## config.mk

```make
export PLATFORM = sky130hd
export DESIGN_NAME = execute_result_buffer_flat
export DESIGN_NICKNAME = d
export VERILOG_FILES = /design/src/rtl/execute_result_buffer_if.sv /design/src/rtl/execute_result_buffer.sv /design/src/flat_wrapper.sv
export SDC_FILE = /design/constraint.sdc
export NUM_CORES = 1
export LEC_CHECK = 0
export CAP_MARGIN = 20
export CORE_MARGIN = 2
export CORE_UTILIZATION = 30
export DETAILED_ROUTE_END_ITERATION = 6
export SLEW_MARGIN = 10
export SYNTH_ARGS = -nofsm -noshare
export SYNTH_HDL_FRONTEND = slang
export SYNTH_SLANG_ARGS = --single-unit
export TNS_END_PERCENT = 10
```

## constraint.sdc

```tcl
create_clock -name iCLOCK -period 12.2 [get_ports iCLOCK]
set_input_delay 2.44 -clock iCLOCK [delete_from_list [all_inputs] [get_ports iCLOCK]]
set_output_delay 2.44 -clock iCLOCK [all_outputs]
set_load 0.03 [all_outputs]
```

## src/rtl/execute_result_buffer_if.sv

```systemverilog
// rtl/execute_result_buffer_if.sv - upstream/downstream handshake bundle for execute_result_buffer
interface execute_result_buffer_if #(
    parameter int P_N = 32
);
    // Upstream (execute units -> buffer)
    logic           iPREV_VALID;
    logic           oPREV_BUSY;
    logic [P_N-1:0] iPREV_DATA;
    logic [4:0]     iPREV_DESTINATION;
    logic           iPREV_WRITEBACK;
    logic           iPREV_FLAGS_WRITEBACK;
    logic [4:0]     iPREV_FLAGS;

    // Downstream (buffer -> write-back stage)
    logic           oNEXT_VALID;
    logic           iNEXT_BUSY;
    logic [P_N-1:0] oNEXT_DATA;
    logic [4:0]     oNEXT_DESTINATION;
    logic           oNEXT_WRITEBACK;

    // Pipeline side: drives the upstream entry and the write-back stall
    modport master (
        output iPREV_VALID,
        input  oPREV_BUSY,
        output iPREV_DATA,
        output iPREV_DESTINATION,
        output iPREV_WRITEBACK,
        output iPREV_FLAGS_WRITEBACK,
        output iPREV_FLAGS,
        input  oNEXT_VALID,
        output iNEXT_BUSY,
        input  oNEXT_DATA,
        input  oNEXT_DESTINATION,
        input  oNEXT_WRITEBACK
    );

    // Buffer side
    modport slave (
        input  iPREV_VALID,
        output oPREV_BUSY,
        input  iPREV_DATA,
        input  iPREV_DESTINATION,
        input  iPREV_WRITEBACK,
        input  iPREV_FLAGS_WRITEBACK,
        input  iPREV_FLAGS,
        output oNEXT_VALID,
        input  iNEXT_BUSY,
        output oNEXT_DATA,
        output oNEXT_DESTINATION,
        output oNEXT_WRITEBACK
    );
endinterface

```

## src/rtl/execute_result_buffer.sv

```systemverilog
// rtl/execute_result_buffer.sv - in-order result FIFO between execute and write-back, owns the flag register (optional forwarding: MIST1032SA_EXECUTE_RESULT_FORWARD_EN)
module execute_result_buffer #(
    parameter int P_N       = 32,
    parameter int P_DEPTH   = 2,
    parameter int P_DEPTH_N = 1
) (
    input  logic                   iCLOCK,
    input  logic                   iRESET_SYNC,
    input  logic                   iEVENT_FLUSH,
    execute_result_buffer_if.slave bus,
    output logic [4:0]             oFLAGS
`ifdef MIST1032SA_EXECUTE_RESULT_FORWARD_EN
    ,
    output logic                   oFWD_VALID,
    output logic [4:0]             oFWD_DESTINATION,
    output logic [P_N-1:0]         oFWD_DATA
`endif
);

    localparam logic [P_DEPTH_N:0] L_FULL = (P_DEPTH_N + 1)'(P_DEPTH);

    // Entry storage; contents are only meaningful between head and tail
    logic [P_N-1:0] data_q     [P_DEPTH];
    logic [4:0]     dest_q     [P_DEPTH];
    logic           wb_q       [P_DEPTH];
    logic           flags_wb_q [P_DEPTH];
    logic [4:0]     flags_q    [P_DEPTH];

    logic [P_DEPTH_N-1:0] head_q;
    logic [P_DEPTH_N-1:0] tail_q;
    logic [P_DEPTH_N:0]   count_q;
    logic [4:0]           arch_flags_q;

    logic next_valid;
    logic prev_busy;
    logic push;
    logic pop;

    // Status comes from the registered count only, so iNEXT_BUSY never reaches oPREV_BUSY
    assign next_valid = (count_q != '0);
    assign prev_busy  = (count_q == L_FULL);
    assign push       = bus.iPREV_VALID && !prev_busy;
    assign pop        = next_valid && !bus.iNEXT_BUSY;

    // Pointer and occupancy tracking; flush empties the buffer but keeps the pop's flag commit below
    always_ff @(posedge iCLOCK) begin
        if (iRESET_SYNC) begin
            head_q  <= '0;
            tail_q  <= '0;
            count_q <= '0;
        end else if (iEVENT_FLUSH) begin
            head_q  <= '0;
            tail_q  <= '0;
            count_q <= '0;
        end else begin
            if (push) begin
                tail_q <= tail_q + 1'b1;
            end
            if (pop) begin
                head_q <= head_q + 1'b1;
            end
            case ({push, pop})
                2'b10:   count_q <= count_q + 1'b1;
                2'b01:   count_q <= count_q - 1'b1;
                default: count_q <= count_q;
            endcase
        end
    end

    // Capture the upstream entry at the tail; a push coinciding with flush is dropped
    always_ff @(posedge iCLOCK) begin
        if (push && !iEVENT_FLUSH && !iRESET_SYNC) begin
            data_q[tail_q]     <= bus.iPREV_DATA;
            dest_q[tail_q]     <= bus.iPREV_DESTINATION;
            wb_q[tail_q]       <= bus.iPREV_WRITEBACK;
            flags_wb_q[tail_q] <= bus.iPREV_FLAGS_WRITEBACK;
            flags_q[tail_q]    <= bus.iPREV_FLAGS;
        end
    end

    // Architectural flags change only when a flag-writing head entry is handed downstream
    always_ff @(posedge iCLOCK) begin
        if (iRESET_SYNC) begin
            arch_flags_q <= 5'h00;
        end else if (pop && flags_wb_q[head_q]) begin
            arch_flags_q <= flags_q[head_q];
        end
    end

    assign oFLAGS = arch_flags_q;

    // Head entry presentation, forced to zero while empty
    assign bus.oNEXT_VALID       = next_valid;
    assign bus.oPREV_BUSY        = prev_busy;
    assign bus.oNEXT_DATA        = next_valid ? data_q[head_q] : '0;
    assign bus.oNEXT_DESTINATION = next_valid ? dest_q[head_q] : 5'd0;
    assign bus.oNEXT_WRITEBACK   = next_valid ? wb_q[head_q]   : 1'b0;

`ifdef MIST1032SA_EXECUTE_RESULT_FORWARD_EN
    logic [P_DEPTH_N-1:0] fwd_idx;

    // Walk oldest to newest so the newest GPR-writing entry wins
    always_comb begin
        oFWD_VALID       = 1'b0;
        oFWD_DESTINATION = 5'd0;
        oFWD_DATA        = '0;
        fwd_idx          = '0;
        for (int i = 0; i < P_DEPTH; i++) begin
            fwd_idx = head_q + P_DEPTH_N'(i);
            if ((i < int'(count_q)) && wb_q[fwd_idx]) begin
                oFWD_VALID       = 1'b1;
                oFWD_DESTINATION = dest_q[fwd_idx];
                oFWD_DATA        = data_q[fwd_idx];
            end
        end
    end
`endif

endmodule

```

## src/flat_wrapper.sv

```systemverilog
// flat-port wrapper written by rule: the top's interface ports become plain ports
module execute_result_buffer_flat 
#(
    parameter int P_N       = 32,
    parameter int P_DEPTH   = 2,
    parameter int P_DEPTH_N = 1
)
  (iCLOCK, iRESET_SYNC, iEVENT_FLUSH, oFLAGS, bus_iPREV_VALID, bus_oPREV_BUSY, bus_iPREV_DATA, bus_iPREV_DESTINATION, bus_iPREV_WRITEBACK, bus_iPREV_FLAGS_WRITEBACK, bus_iPREV_FLAGS, bus_oNEXT_VALID, bus_iNEXT_BUSY, bus_oNEXT_DATA, bus_oNEXT_DESTINATION, bus_oNEXT_WRITEBACK);
  execute_result_buffer_if #(.P_N(P_N)) bus_i ();
  input  logic iCLOCK;
  input  logic iRESET_SYNC;
  input  logic iEVENT_FLUSH;
  output logic [4:0] oFLAGS;
  input wire logic [$bits(bus_i.iPREV_VALID)-1:0] bus_iPREV_VALID;
  output wire logic [$bits(bus_i.oPREV_BUSY)-1:0] bus_oPREV_BUSY;
  input wire logic [$bits(bus_i.iPREV_DATA)-1:0] bus_iPREV_DATA;
  input wire logic [$bits(bus_i.iPREV_DESTINATION)-1:0] bus_iPREV_DESTINATION;
  input wire logic [$bits(bus_i.iPREV_WRITEBACK)-1:0] bus_iPREV_WRITEBACK;
  input wire logic [$bits(bus_i.iPREV_FLAGS_WRITEBACK)-1:0] bus_iPREV_FLAGS_WRITEBACK;
  input wire logic [$bits(bus_i.iPREV_FLAGS)-1:0] bus_iPREV_FLAGS;
  output wire logic [$bits(bus_i.oNEXT_VALID)-1:0] bus_oNEXT_VALID;
  input wire logic [$bits(bus_i.iNEXT_BUSY)-1:0] bus_iNEXT_BUSY;
  output wire logic [$bits(bus_i.oNEXT_DATA)-1:0] bus_oNEXT_DATA;
  output wire logic [$bits(bus_i.oNEXT_DESTINATION)-1:0] bus_oNEXT_DESTINATION;
  output wire logic [$bits(bus_i.oNEXT_WRITEBACK)-1:0] bus_oNEXT_WRITEBACK;
  assign bus_i.iPREV_VALID = bus_iPREV_VALID;
  assign bus_oPREV_BUSY = bus_i.oPREV_BUSY;
  assign bus_i.iPREV_DATA = bus_iPREV_DATA;
  assign bus_i.iPREV_DESTINATION = bus_iPREV_DESTINATION;
  assign bus_i.iPREV_WRITEBACK = bus_iPREV_WRITEBACK;
  assign bus_i.iPREV_FLAGS_WRITEBACK = bus_iPREV_FLAGS_WRITEBACK;
  assign bus_i.iPREV_FLAGS = bus_iPREV_FLAGS;
  assign bus_oNEXT_VALID = bus_i.oNEXT_VALID;
  assign bus_i.iNEXT_BUSY = bus_iNEXT_BUSY;
  assign bus_oNEXT_DATA = bus_i.oNEXT_DATA;
  assign bus_oNEXT_DESTINATION = bus_i.oNEXT_DESTINATION;
  assign bus_oNEXT_WRITEBACK = bus_i.oNEXT_WRITEBACK;
  execute_result_buffer #(.P_N(P_N), .P_DEPTH(P_DEPTH), .P_DEPTH_N(P_DEPTH_N)) u_core (.iCLOCK(iCLOCK), .iRESET_SYNC(iRESET_SYNC), .iEVENT_FLUSH(iEVENT_FLUSH), .bus(bus_i), .oFLAGS(oFLAGS));
endmodule
```

Word level (Yosys, flattened, before mapping):

Memory sizes are Yosys's and may differ from the RTL's. A register that Yosys moved wholly into a read port is not among the register bits.
Index checks and enable logic that the tools add are counted.
W data, S select, Z words.

* mux-type cells: 14
* equality and inequality tests: 3
* bitwise operators: 0
* magnitude comparators: 0
* shifts and indexed selects: 0
* multiply operators: 0
* reductions and logical operators: 12
* divide/modulo/power cells: 0
* add/sub/neg operators: 4

Operators by type and width (count)
* $mux W32: 1
* $mux W1: 11
* $logic_and A1 B1 Y1: 5
* $mux W5: 1
* $eq A2 B2 Y1 const B: 2
* $logic_not A1 Y1: 4
* $pmux W2 S2: 1
* $reduce_bool A2 Y1: 2
* $add A1 B1 Y1 const B: 2
* $add A2 B1 Y2 const B: 1
* $eq A2 B1 Y1 const B: 1
* $reduce_or A2 Y1: 1
* $sub A2 B1 Y2 const B: 1

* word-level logic and storage cells: 41
* memory bits (writable): 88
* memories: 5
* ROM bits: 0
* output and inout port bits: 45
* latch bits: 0
* register bits: 4

Memories
* u_core.data_q: depth 2, bits a word 32, rd ports 1, clocked after Yosys merged registers in 1, write ports 1, RTL line execute_result_buffer.sv:23 `logic [P_N-1:0] data_q [P_DEPTH];`
* u_core.dest_q: depth 2, bits a word 5, rd ports 1, clocked after Yosys merged registers in 1, write ports 1, RTL line execute_result_buffer.sv:24 `logic [4:0] dest_q [P_DEPTH];`
* u_core.flags_q: depth 2, bits a word 5, rd ports 1, clocked after Yosys merged registers in 1, write ports 1, RTL line execute_result_buffer.sv:27 `logic [4:0] flags_q [P_DEPTH];`
* u_core.flags_wb_q: depth 2, bits a word 1, rd ports 1, clocked after Yosys merged registers in 1, write ports 1, RTL line execute_result_buffer.sv:26 `logic flags_wb_q [P_DEPTH];`
* u_core.wb_q: depth 2, bits a word 1, rd ports 1, clocked after Yosys merged registers in 1, write ports 1, RTL line execute_result_buffer.sv:25 `logic wb_q [P_DEPTH];`

Logic depth before layout (Yosys ltp):

Gate-level depths: netlist of run 1.

* depth after elaboration: 7
* gate-level depth with buffers: 6
* mapped depth without buffers: 6

Worst setup path after synthesis of run 1:

Ideal clock, no wire load.

* path type: input to register
* from: in iEVENT_FLUSH
* to: mem u_core.data_q[0][0], enable pin
* buffers on the path: 1
* required time: 11.700 ns
* stages on the path: 3
* slack: 5.807 ns
* arrival time: 5.893 ns
* cells stage by stage: or2_2 -> clkbuf_1 -> nor3_1

* word-level cells in the longest chain between the ends: 5

RTL lines
* start, declared: RTL line flat_wrapper.sv:12 `input logic iEVENT_FLUSH;`
* $logic_not A1 Y1: RTL line execute_result_buffer.sv:72 `if (push && !iEVENT_FLUSH && !iRESET_SYNC) begin`
* $logic_and A1 B1 Y1 (2 in a row): RTL line execute_result_buffer.sv:72
* $mux W1: RTL line execute_result_buffer.sv:72
* $mux W1 (implied by the code): RTL line execute_result_buffer.sv:73 `data_q[tail_q] <= bus.iPREV_DATA;`
* end, declared: RTL line execute_result_buffer.sv:23

No other way between the ends.

==> reports/qor.yml, run 1 <==
status:
  status: "completed"
logic_synthesis:
  synth.most_common_cell: "edfxtp_1"
  synth_area_um2: 3710
  yosysWarnings: 0
  syn-num-nets: 275
  synthCells: 225
  async_flop_share: 0
  ys_seq_area_frac: 0.765
  syn_avg_cell_area_um2: 16.5
  ys_ff_latch: 98
  synth_top_area_frac: 0.712
  ys.flop_type: "edfxtp_1"
  synth_common_cells: "88 x edfxtp_1, 43 x mux2i_1, 42 x nor2_1"
  synth_edf_count: 88
  yosysUniqueCellTypes: 22
  yosysTopAreaCell: "edfxtp_1"
  ys_top_cells_by_area: "edfxtp_1 71%, mux2i_1 12%, dfxtp_1 5.4%"
worst_setup_path:
  critPathKind: "reg2out"
  crit_family: "buffers and inverters"
  cp_num_cells: 4
  worst_path_largest_cell_delay_ns: 0.67
  r2r_end: "u_core.count_q[1]"
  critPathArrivalTime_ns: 2.43
  reg2reg_setup_slack_ns: 10.49
  cp-end-kind: "primary output"
  cp.required_ns: 9.76
  rr_worst_depth: 5
  cp_max_fo: 22
  cp_num_buf_inv: 2
  start_kind: "flip-flop"
  crit_path_top_delay_cell: "dfxtp_2"
  r2r_start: "u_core.count_q[1]"
  cp-endpoint: "bus_oNEXT_DESTINATION[2]"
  crit_chain: "buf_4, mux2i_1, nor2_1, clkdlybuf4s50_1"
floorplan:
  die_width_um: 115
  core_um2: 12100
  num_rows: 40
  start_util: 0.308
  fp.dieArea_um2: 13300
  pin_count: 94
  die_h_um: 115
cells_and_area:
  diodes: 0
  multi_input_area_um2: 800
  drive_gt1_frac: 0.0706
  syn_to_final_growth_pct: 37.6
  fillers: 1115
  nets: 372
  layout.area.seq_um2: 2840
  stdcell_count: 494
drt:
  first_iter_violations: 142
  drcViolationCount: 0
  m1WireLength_um: 3080
  dr_wl_met3_um: 404
  num_vias: 2068
  ant_nets: 0
  wl_per_cell_um: 14.0
  routed.top_layer: "met4"
  drtPass1Iterations: 4
  via_per_inst: 4.19
  wl_um: 6910
  wl_met2_um: 3360
clocking:
  cts.sinks: 98
  clk_pin_slew_ns: 0.06
  clock_path_buffers: 2
  ctsHoldBuffers: 0
  ctsHtreeMaxLevel: 3
  post_cts_buffers: 0
  numCtsBuffers: 9
  clk-insertion-delay-late_ns: 0.33
  cts_resized: 0
  cts-root-buf: "clkbuf_16"
  cts_tree: "done"
global_route:
  grt_overflow: 0
  first_global_vias: 2147
  grt.total_usage: 0.111
  grt_max_degree: 40
  antenna_found_initial: 0
  grt_pass1_wl_um: 10900
sta:
  layout_min_cycle_time_ns: 4.87
  worstMarginPinSlew_ns: 0.977
  fin_crit_sh: 0.399
  rsz0062_at_grt: "false"
  hold_viol_final: 0
  setup_violations: 0
  slew_headroom: 0.347
  fmax_mhz: 205
  fin_worst_skew_ns: 0.00402
  drv_slew: 0
  finalSetupTns_ns: 0
power_and_ir_drop:
  vdd_drop_max_uv: 68.0
  powerDensity_nw_per_um2: 140
  p_leak_nw: 1.60
placed_design:
  post-dp-hpwl_um: 4620
  placedCellCount: 479
  gp_routability_congestion: 0.697
  numPortBuffers: 93
hold_path:
  hold_class: "reg2reg"
job:
  drv_cap: 0
-- flip-flops by register name, summed over array words and instances, names as in the netlist, named ones only --
name               count
u_core.count_q         2
u_core.tail_q          1
u_core.flags_q        10
u_core.head_q          1
u_core.wb_q            2
u_core.oFLAGS          5
u_core.flags_wb_q      2
u_core.dest_q         10
u_core.data_q         64
-- metrics by stage --
stage / worst slack, ns / instance area, um^2 / power (mW) / hold slack [ns] / utilization
6_report: 7.33 / 5110 / 0.713 / 0.517 / 0.424
5_1_grt: 7.16 / 5110 / 0.741 / 0.553 / 0.424
4_1_cts: 7.24 / 5110 / 0.724 / 0.521 / 0.424
3_5_place_dp: 7.61 / 4830 / 0.456 / 0.517 / 0.401
3_3_place_gp: 7.67 / 4830 / 0.455 / 0.505 / 0.401
2_1_floorplan: 5.81 / 3710 / 0.419 / 0.472 / -
-- per-layer routing --
layer,vias to the layer above,GRT usage
li1,1028,-
met1,978,0.137
met2,56,0.171
met3,6,0.0432
met4,0,0.0506
met5,-,0
-- cell families after synthesis --
family	after synthesis	share of synthesized area
flops	98	0.765
simple gates	49	0.0536
mux	44	0.120
compound gates	15	0.0266
buf+inv	15	0.0239
xor+xnor	3	0.00708
fa+ha+maj	1	0.00337
-- cell usage in the layout, fill, tap and decap left out, types with 2 or more instances in the layout --
cell / netlist / final
a21oi_1: 7 / 7
a311oi_1: 5 / 5
buf_4: 1 / 5
clkbuf_16: 0 / 9
clkdlybuf4s50_1: 0 / 93
clkinv_1: 0 / 3
dfxtp_1: 10 / 9
edfxtp_1: 88 / 88
inv_1: 3 / 3
mux2i_1: 43 / 43
nor2_1: 42 / 41
nor3_2: 0 / 2
o21ai_0: 2 / 2
or3_1: 2 / 2
xnor2_1: 2 / 2
-- how the worst min path moves through the flow --
stage | startpoint | end | slack (ns) | depth (start not counted)
after global placement | u_core.oFLAGS[1] | u_core.oFLAGS[1] | 0.51 | 2
after CTS | u_core.oFLAGS[2] | u_core.oFLAGS[2] | 0.52 | 2
final | u_core.oFLAGS[2] | u_core.oFLAGS[2] | 0.52 | 2
after global routing | u_core.oFLAGS[2] | u_core.oFLAGS[2] | 0.55 | 2
after floorplan | u_core.tail_q | u_core.tail_q | 0.47 | 2
after detailed placement | u_core.oFLAGS[2] | u_core.oFLAGS[2] | 0.52 | 2
-- report_power, final --
group,internal [mW],switching [mW]
logic,0.0341,0.0376
registers,0.373,0.00324
clock network,0.155,0.110
-- worst min-delay path, stage by stage (launching register included) --
cell	delay (ns)
dfxtp_1	0.31
a21oi_1	0.11
a311oi_1	0.05
-- final cells by class --
cell class | instances | share of cell area
repair buffers | 98 | 0.190
clock buffers | 10 | 0.0448
multi-input cells | 112 | 0.157
clock inverters | 5 | 0.00906
flip-flops and latches | 98 | 0.557
inverters | 3 | 0.00220
well taps | 168 | 0.0411
No activity file was read; power rests on OpenSTA's default activity.
==> run 2: changes to the inputs <==
==> constraint.sdc (replaced) <==
create_clock -name iCLOCK -period 4.2 [get_ports iCLOCK]
set_input_delay 0.84 -clock iCLOCK [delete_from_list [all_inputs] [get_ports iCLOCK]]
set_output_delay 0.84 -clock iCLOCK [all_outputs]
set_load 0.03 [all_outputs]
==> run 2 against run 1 <==
Compared with the run above:
- flip-flop and latch count is the same
- critical path depth is the same
- routed wire length shrank 0.65%
- sequential share of layout area shrank 0.082 points
- die area is the same
- global-route usage shrank 0.58 points
- highest routed layer unchanged
- via count shrank 0.39%
- sequential power grew to 2.9 times the previous value
- clock power grew to 2.9 times the previous value
- first-iteration DRC count shrank 15%
- non-clock buffer count is the same
- register-to-register slack lost 8.1 ns
==> reports/qor.yml, run 2 (same netlist as run 1, synthesis figures left out) <==
clocking:
  cts_resized: 0  # unchanged
  cts.sinks: 98  # unchanged
  clock_path_buffers: 2  # unchanged
  post_cts_buffers: 0  # unchanged
  ctsHoldBuffers: 0  # unchanged
  ctsHtreeMaxLevel: 3  # unchanged
  numCtsBuffers: 9  # unchanged
  clk_pin_slew_ns: 0.06  # about the same
  cts-root-buf: "clkbuf_16"
  clk-insertion-delay-late_ns: 0.33  # about the same
  cts_tree: "done"
floorplan:
  start_util: 0.308  # unchanged
  fp.dieArea_um2: 13300  # unchanged
  core_um2: 12100  # unchanged
  die_h_um: 115  # unchanged
  num_rows: 40  # unchanged
  pin_count: 94  # unchanged
  die_width_um: 115  # unchanged
cells_and_area:
  reg.largest.list: "u_core.data_q: 64 flops, u_core.dest_q: 10 flops, u_core.flags_q: 10 flops"
  largest_reg_flops: 64  # unchanged
  fillers: 1114  # -0.090%
  diodes: 0  # unchanged
  layout_commonest_cell: "clkdlybuf4s50_1"
  nets: 372  # unchanged
  stdcell_area_um2: 5120  # +0.15%
  layout_common_cells: "93 x clkdlybuf4s50_1, 88 x edfxtp_1, 43 x mux2i_1"
  drive_gt1_frac: 0.0734  # +0.00284
  syn_to_final_growth_pct: 37.8
  regMostFlops: "u_core.data_q"
sta:
  setup_ws_ns: 0.893  # -6.44 ns
  hold_viol_final: 0  # unchanged
  fin_crit_sh: 0.787
  fmax_mhz: 302
  slew_headroom: 0.332  # -0.0150
  rsz0062_at_grt: "false"
  drv_slew: 0  # unchanged
  setup_violations: 0  # unchanged
  fin_worst_skew_ns: 0.00827  # +0.00425 ns
  timing.hold.ws_ns: 0.521  # +0.00433 ns
  layout_min_cycle_time_ns: 3.31
  finalSetupTns_ns: 0  # unchanged
  worstMarginPinSlew_ns: 0.999  # +0.0225 ns
power_and_ir_drop:
  powerDensity_nw_per_um2: 406  # +190%
  p_leak_nw: 1.60  # about the same
  vdd_drop_max_uv: 145  # +110%
placed_design:
  dp_slack_ns: 1.21  # -6.40 ns
  numPortBuffers: 93  # unchanged
  gp_routability_congestion: 0.653  # -6.3%
  post-dp-hpwl_um: 4460  # -3.5%
  placed_area_um2: 4830  # unchanged
global_route:
  grt_overflow: 0  # unchanged
  grt.total_usage: 0.105  # -0.00583
  first_global_vias: 2049  # -4.6%
  antenna_found_initial: 0  # unchanged
  grt_max_degree: 40  # unchanged
  grt_pass1_wl_um: 10400  # -4.5%
drt:
  num_vias: 2060  # -0.39%
  via_per_inst: 4.16  # -0.59%
  wl_um: 6860  # -0.65%
  drtPass1Iterations: 4  # unchanged
  ant_nets: 0  # unchanged
  wl_per_cell_um: 13.9  # -0.85%
  drcViolationCount: 0  # unchanged
  first_iter_violations: 120  # -15%
worst_setup_path:
  critPathArrivalTime_ns: 2.47  # +0.04 ns
  cp-end-kind: "primary output"
  critPathKind: "reg2out"
  cp.required_ns: 3.36  # -6.40 ns
  start_kind: "flip-flop"
  cp_max_fo: 22  # unchanged
hold_path:
  hold_class: "reg2reg"
status:
  status: "completed"
job:
  drv_cap: 0  # unchanged
==> run 2: area by class of cell <==
cell class,instances,area (um^2),area share
Clock buffer,13,240,0.0470
Timing Repair Buffer,98,968,0.189
Inverter,3,11.3,0.00220
Tap cell,168,210,0.0411
Sequential cell,98,2840,0.556
Multi-Input combinational cell,112,800,0.156
Clock inverter,3,42.5,0.00831
==> run 2: layer usage <==
layer,GRT usage,vias to the layer above,share of wire,wire length [um]
met5,0,-,0,0
met4,0.0434,0,0.0082,56
met1,0.135,971,0.46,3160
met3,0.0358,4,0.059,406
met2,0.163,60,0.47,3240
li1,-,1025,-,-
==> run 2: worst paths after layout <==
| path | from | end | slack [ns] | cells past startpoint |
|---|---|---|---|---|
| setup / recovery | flip-flop | bus_oNEXT_DATA[23] | 0.89 | 4 |
| hold / removal | u_core.oFLAGS[1] | u_core.oFLAGS[1] | 0.52 | 2 |
| setup reg to reg | u_core.count_q[1] | u_core.count_q[1] | 2.42 | 5 |
| hold reg to reg | u_core.oFLAGS[1] | u_core.oFLAGS[1] | 0.52 | 2 |
==> run 2: stage by stage <==
step / instances / utilization / power (mW)
floorplan: 225 / - / 1.22
detailed placement: 479 / 0.401 / 1.33
global placement: 479 / 0.401 / 1.32
CTS: 495 / 0.424 / 2.11
global route: 495 / 0.424 / 2.16
finish: 495 / 0.424 / 2.08
==> run 2: worst max-delay path, stage by stage (launching register included) <==
cell and delay [ns]:
dfxtp_2 0.68, buf_4 0.47, mux2i_1 0.26, nor2_1 0.07
clkdlybuf4s50_1 0.64
==> run 2: power breakdown <==
part           switching (mW)  internal, mW  leakage (nW)
combinational           0.110        0.0991         0.587
clock                   0.316         0.461         0.134
sequential            0.00954          1.08         0.881
total                   0.435          1.64          1.60
==> run 3: changes to the inputs <==
==> constraint.sdc (replaced) <==
create_clock -name iCLOCK -period 2.85 [get_ports iCLOCK]
set_input_delay 0.57 -clock iCLOCK [delete_from_list [all_inputs] [get_ports iCLOCK]]
set_output_delay 0.57 -clock iCLOCK [all_outputs]
set_load 0.03 [all_outputs]
==> run 3 against run 2 <==
Compared with the run above:
- first-iteration DRC count increased by 5.0%
- critical path depth did not move
- combinational power rose by 52%
- final area grew 0.64%
- routed wire length rose by 3.8%
- critical endpoint is now bus_oNEXT_DESTINATION[3]
- largest cell class unchanged
- largest power group unchanged
==> reports/qor.yml, run 3 (same netlist as run 1, synthesis figures left out) <==
floorplan:
  pin_count: 94  # unchanged
  start_util: 0.308  # unchanged
  num_rows: 40  # unchanged
  fp.dieArea_um2: 13300  # unchanged
  die_width_um: 115  # unchanged
  die_h_um: 115  # unchanged
  core_um2: 12100  # unchanged
worst_setup_path:
  cp-end-kind: "primary output"
  critPathArrivalTime_ns: 2.11  # -0.36 ns
  cp.required_ns: 2.28  # -1.08 ns
  reg2reg_setup_slack_ns: 0.99  # -1.43 ns
  r2r_start: "u_core.count_q[1]"
  rr_worst_depth: 5  # unchanged
  start_kind: "flip-flop"
  cp_max_fo: 25  # +14%
  r2r_end: "u_core.count_q[1]"
  critPathKind: "reg2out"
placed_design:
  post-dp-hpwl_um: 4800  # +7.6%
  numPortBuffers: 93  # unchanged
  gp_routability_congestion: 0.710  # +8.7%
sta:
  fin_crit_sh: 0.940
  finalSetupTns_ns: 0  # unchanged
  worstMarginPinSlew_ns: 0.385  # -0.614 ns
  drv_slew: 0  # unchanged
  rsz0062_at_grt: "false"
  fmax_mhz: 373
  fin_worst_skew_ns: 0.00401  # -0.00426 ns
  slew_headroom: 0.743  # +0.410
  layout_min_cycle_time_ns: 2.68
  setup_violations: 0  # unchanged
  hold_viol_final: 0  # unchanged
  timing.hold.ws_ns: 0.518  # -0.00296 ns
cells_and_area:
  layout_common_cells: "93 x clkdlybuf4s50_1, 88 x edfxtp_1, 43 x mux2i_1"
  syn_to_final_growth_pct: 38.6
  largest_reg_flops: 64  # unchanged
  layout_commonest_cell: "clkdlybuf4s50_1"
  fillers: 1109  # -0.45%
  nets: 373  # +0.27%
  diodes: 0  # unchanged
  regMostFlops: "u_core.data_q"
  drive_gt1_frac: 0.0762  # +0.00283
  reg.largest.list: "u_core.data_q: 64 flops, u_core.dest_q: 10 flops, u_core.flags_q: 10 flops"
clocking:
  cts_tree: "done"
  cts-root-buf: "clkbuf_16"
  cts.sinks: 98  # unchanged
  ctsHoldBuffers: 0  # unchanged
  numCtsBuffers: 9  # unchanged
  clk_pin_slew_ns: 0.06  # about the same
  ctsHtreeMaxLevel: 3  # unchanged
  cts_resized: 0  # unchanged
  clk-insertion-delay-late_ns: 0.33  # about the same
  clock_path_buffers: 2  # unchanged
  post_cts_buffers: 0  # unchanged
global_route:
  met2_usage: 0.191  # +0.0275
  grt_pass1_wl_um: 10900  # +5.0%
  grt_overflow: 0  # unchanged
  first_global_vias: 2113  # +3.1%
  busiest_layer: "met2"
  antenna_found_initial: 0  # unchanged
  grtUsageMet1: 0.132  # -0.00293
  grt.total_usage: 0.111  # +0.00588
  grt_max_degree: 40  # unchanged
  use_met3: 0.0311  # -0.00474
drt:
  drcViolationCount: 0  # unchanged
  num_vias: 2103  # +2.1%
  wl_per_cell_um: 14.4  # +3.6%
  drtPass1Iterations: 4  # unchanged
  wl_um: 7130  # +3.8%
  first_iter_violations: 126  # +5.0%
  ant_nets: 0  # unchanged
  via_per_inst: 4.24  # +1.9%
power_and_ir_drop:
  powerDensity_nw_per_um2: 597  # +47%
  power_mw: 3.07  # +48%
  vdd_drop_max_uv: 211  # +46%
  p_leak_nw: 1.61  # +0.77%
job:
  drv_cap: 0  # unchanged
hold_path:
  hold_depth: 2  # unchanged
  hold_class: "reg2reg"
  min_from: "u_core.oFLAGS[1]"
  min_to: "u_core.oFLAGS[1]"
status:
  status: "completed"
## run 3: critical path, cell delays in order, from the launching register on
cell	delay, ns
dfxtp_1	0.38
nor2_4	0.34
buf_4	0.35
nor2_1	0.09
clkdlybuf4s50_1	0.62
## run 3: how the worst max path moves through the flow
stage / from / to / slack (ns) / depth (start not counted)
2_1_floorplan: iEVENT_FLUSH / u_core.data_q[0][0] / -0.34 / 3
3_3_place_gp: u_core.count_q[0] / bus_oNEXT_DESTINATION[3] / 0.49 / 4
3_5_place_dp: u_core.count_q[0] / bus_oNEXT_DESTINATION[3] / 0.46 / 4
4_1_cts: u_core.count_q[0] / bus_oNEXT_DESTINATION[3] / 0.1 / 4
5_1_grt: u_core.count_q[0] / bus_oNEXT_DESTINATION[3] / 0.02 / 4
6_report: u_core.count_q[0] / bus_oNEXT_DESTINATION[3] / 0.17 / 4
## run 3: through the flow
stage          setup slack, ns  std cells  instance area, um^2   util
2_1_floorplan           -0.338        225                 3720      -
3_3_place_gp             0.494        480                 4870  0.403
3_5_place_dp             0.462        480                 4870  0.403
4_1_cts                 0.0970        496                 5150  0.427
5_1_grt                 0.0165        496                 5150  0.427
6_report                 0.171        496                 5150  0.427
## run 3: layout make-up
cell class,count,area [um^2],area share
multi-input combinational,112,812,0.158
clock inverter,3,42.5,0.00826
sequential,98,2840,0.552
timing repair buffer,99,988,0.192
tap,168,210,0.0408
inverter,3,11.3,0.00219
clock buffer,13,240,0.0467
## run 3: layer usage
layer,routed length [um],up-vias,share of wire
li1,-,1033,-
met5,0,-,0
met3,241,8,0.034
met2,3700,49,0.52
met4,104,0,0.015
met1,3080,1013,0.43
## run 3: power by group
group          internal (mW)  leakage (nW)  switching [mW]
clock network          0.680         0.134           0.467
registers               1.60         0.881          0.0113
logic                  0.149         0.600           0.168
total                   2.43          1.61           0.646
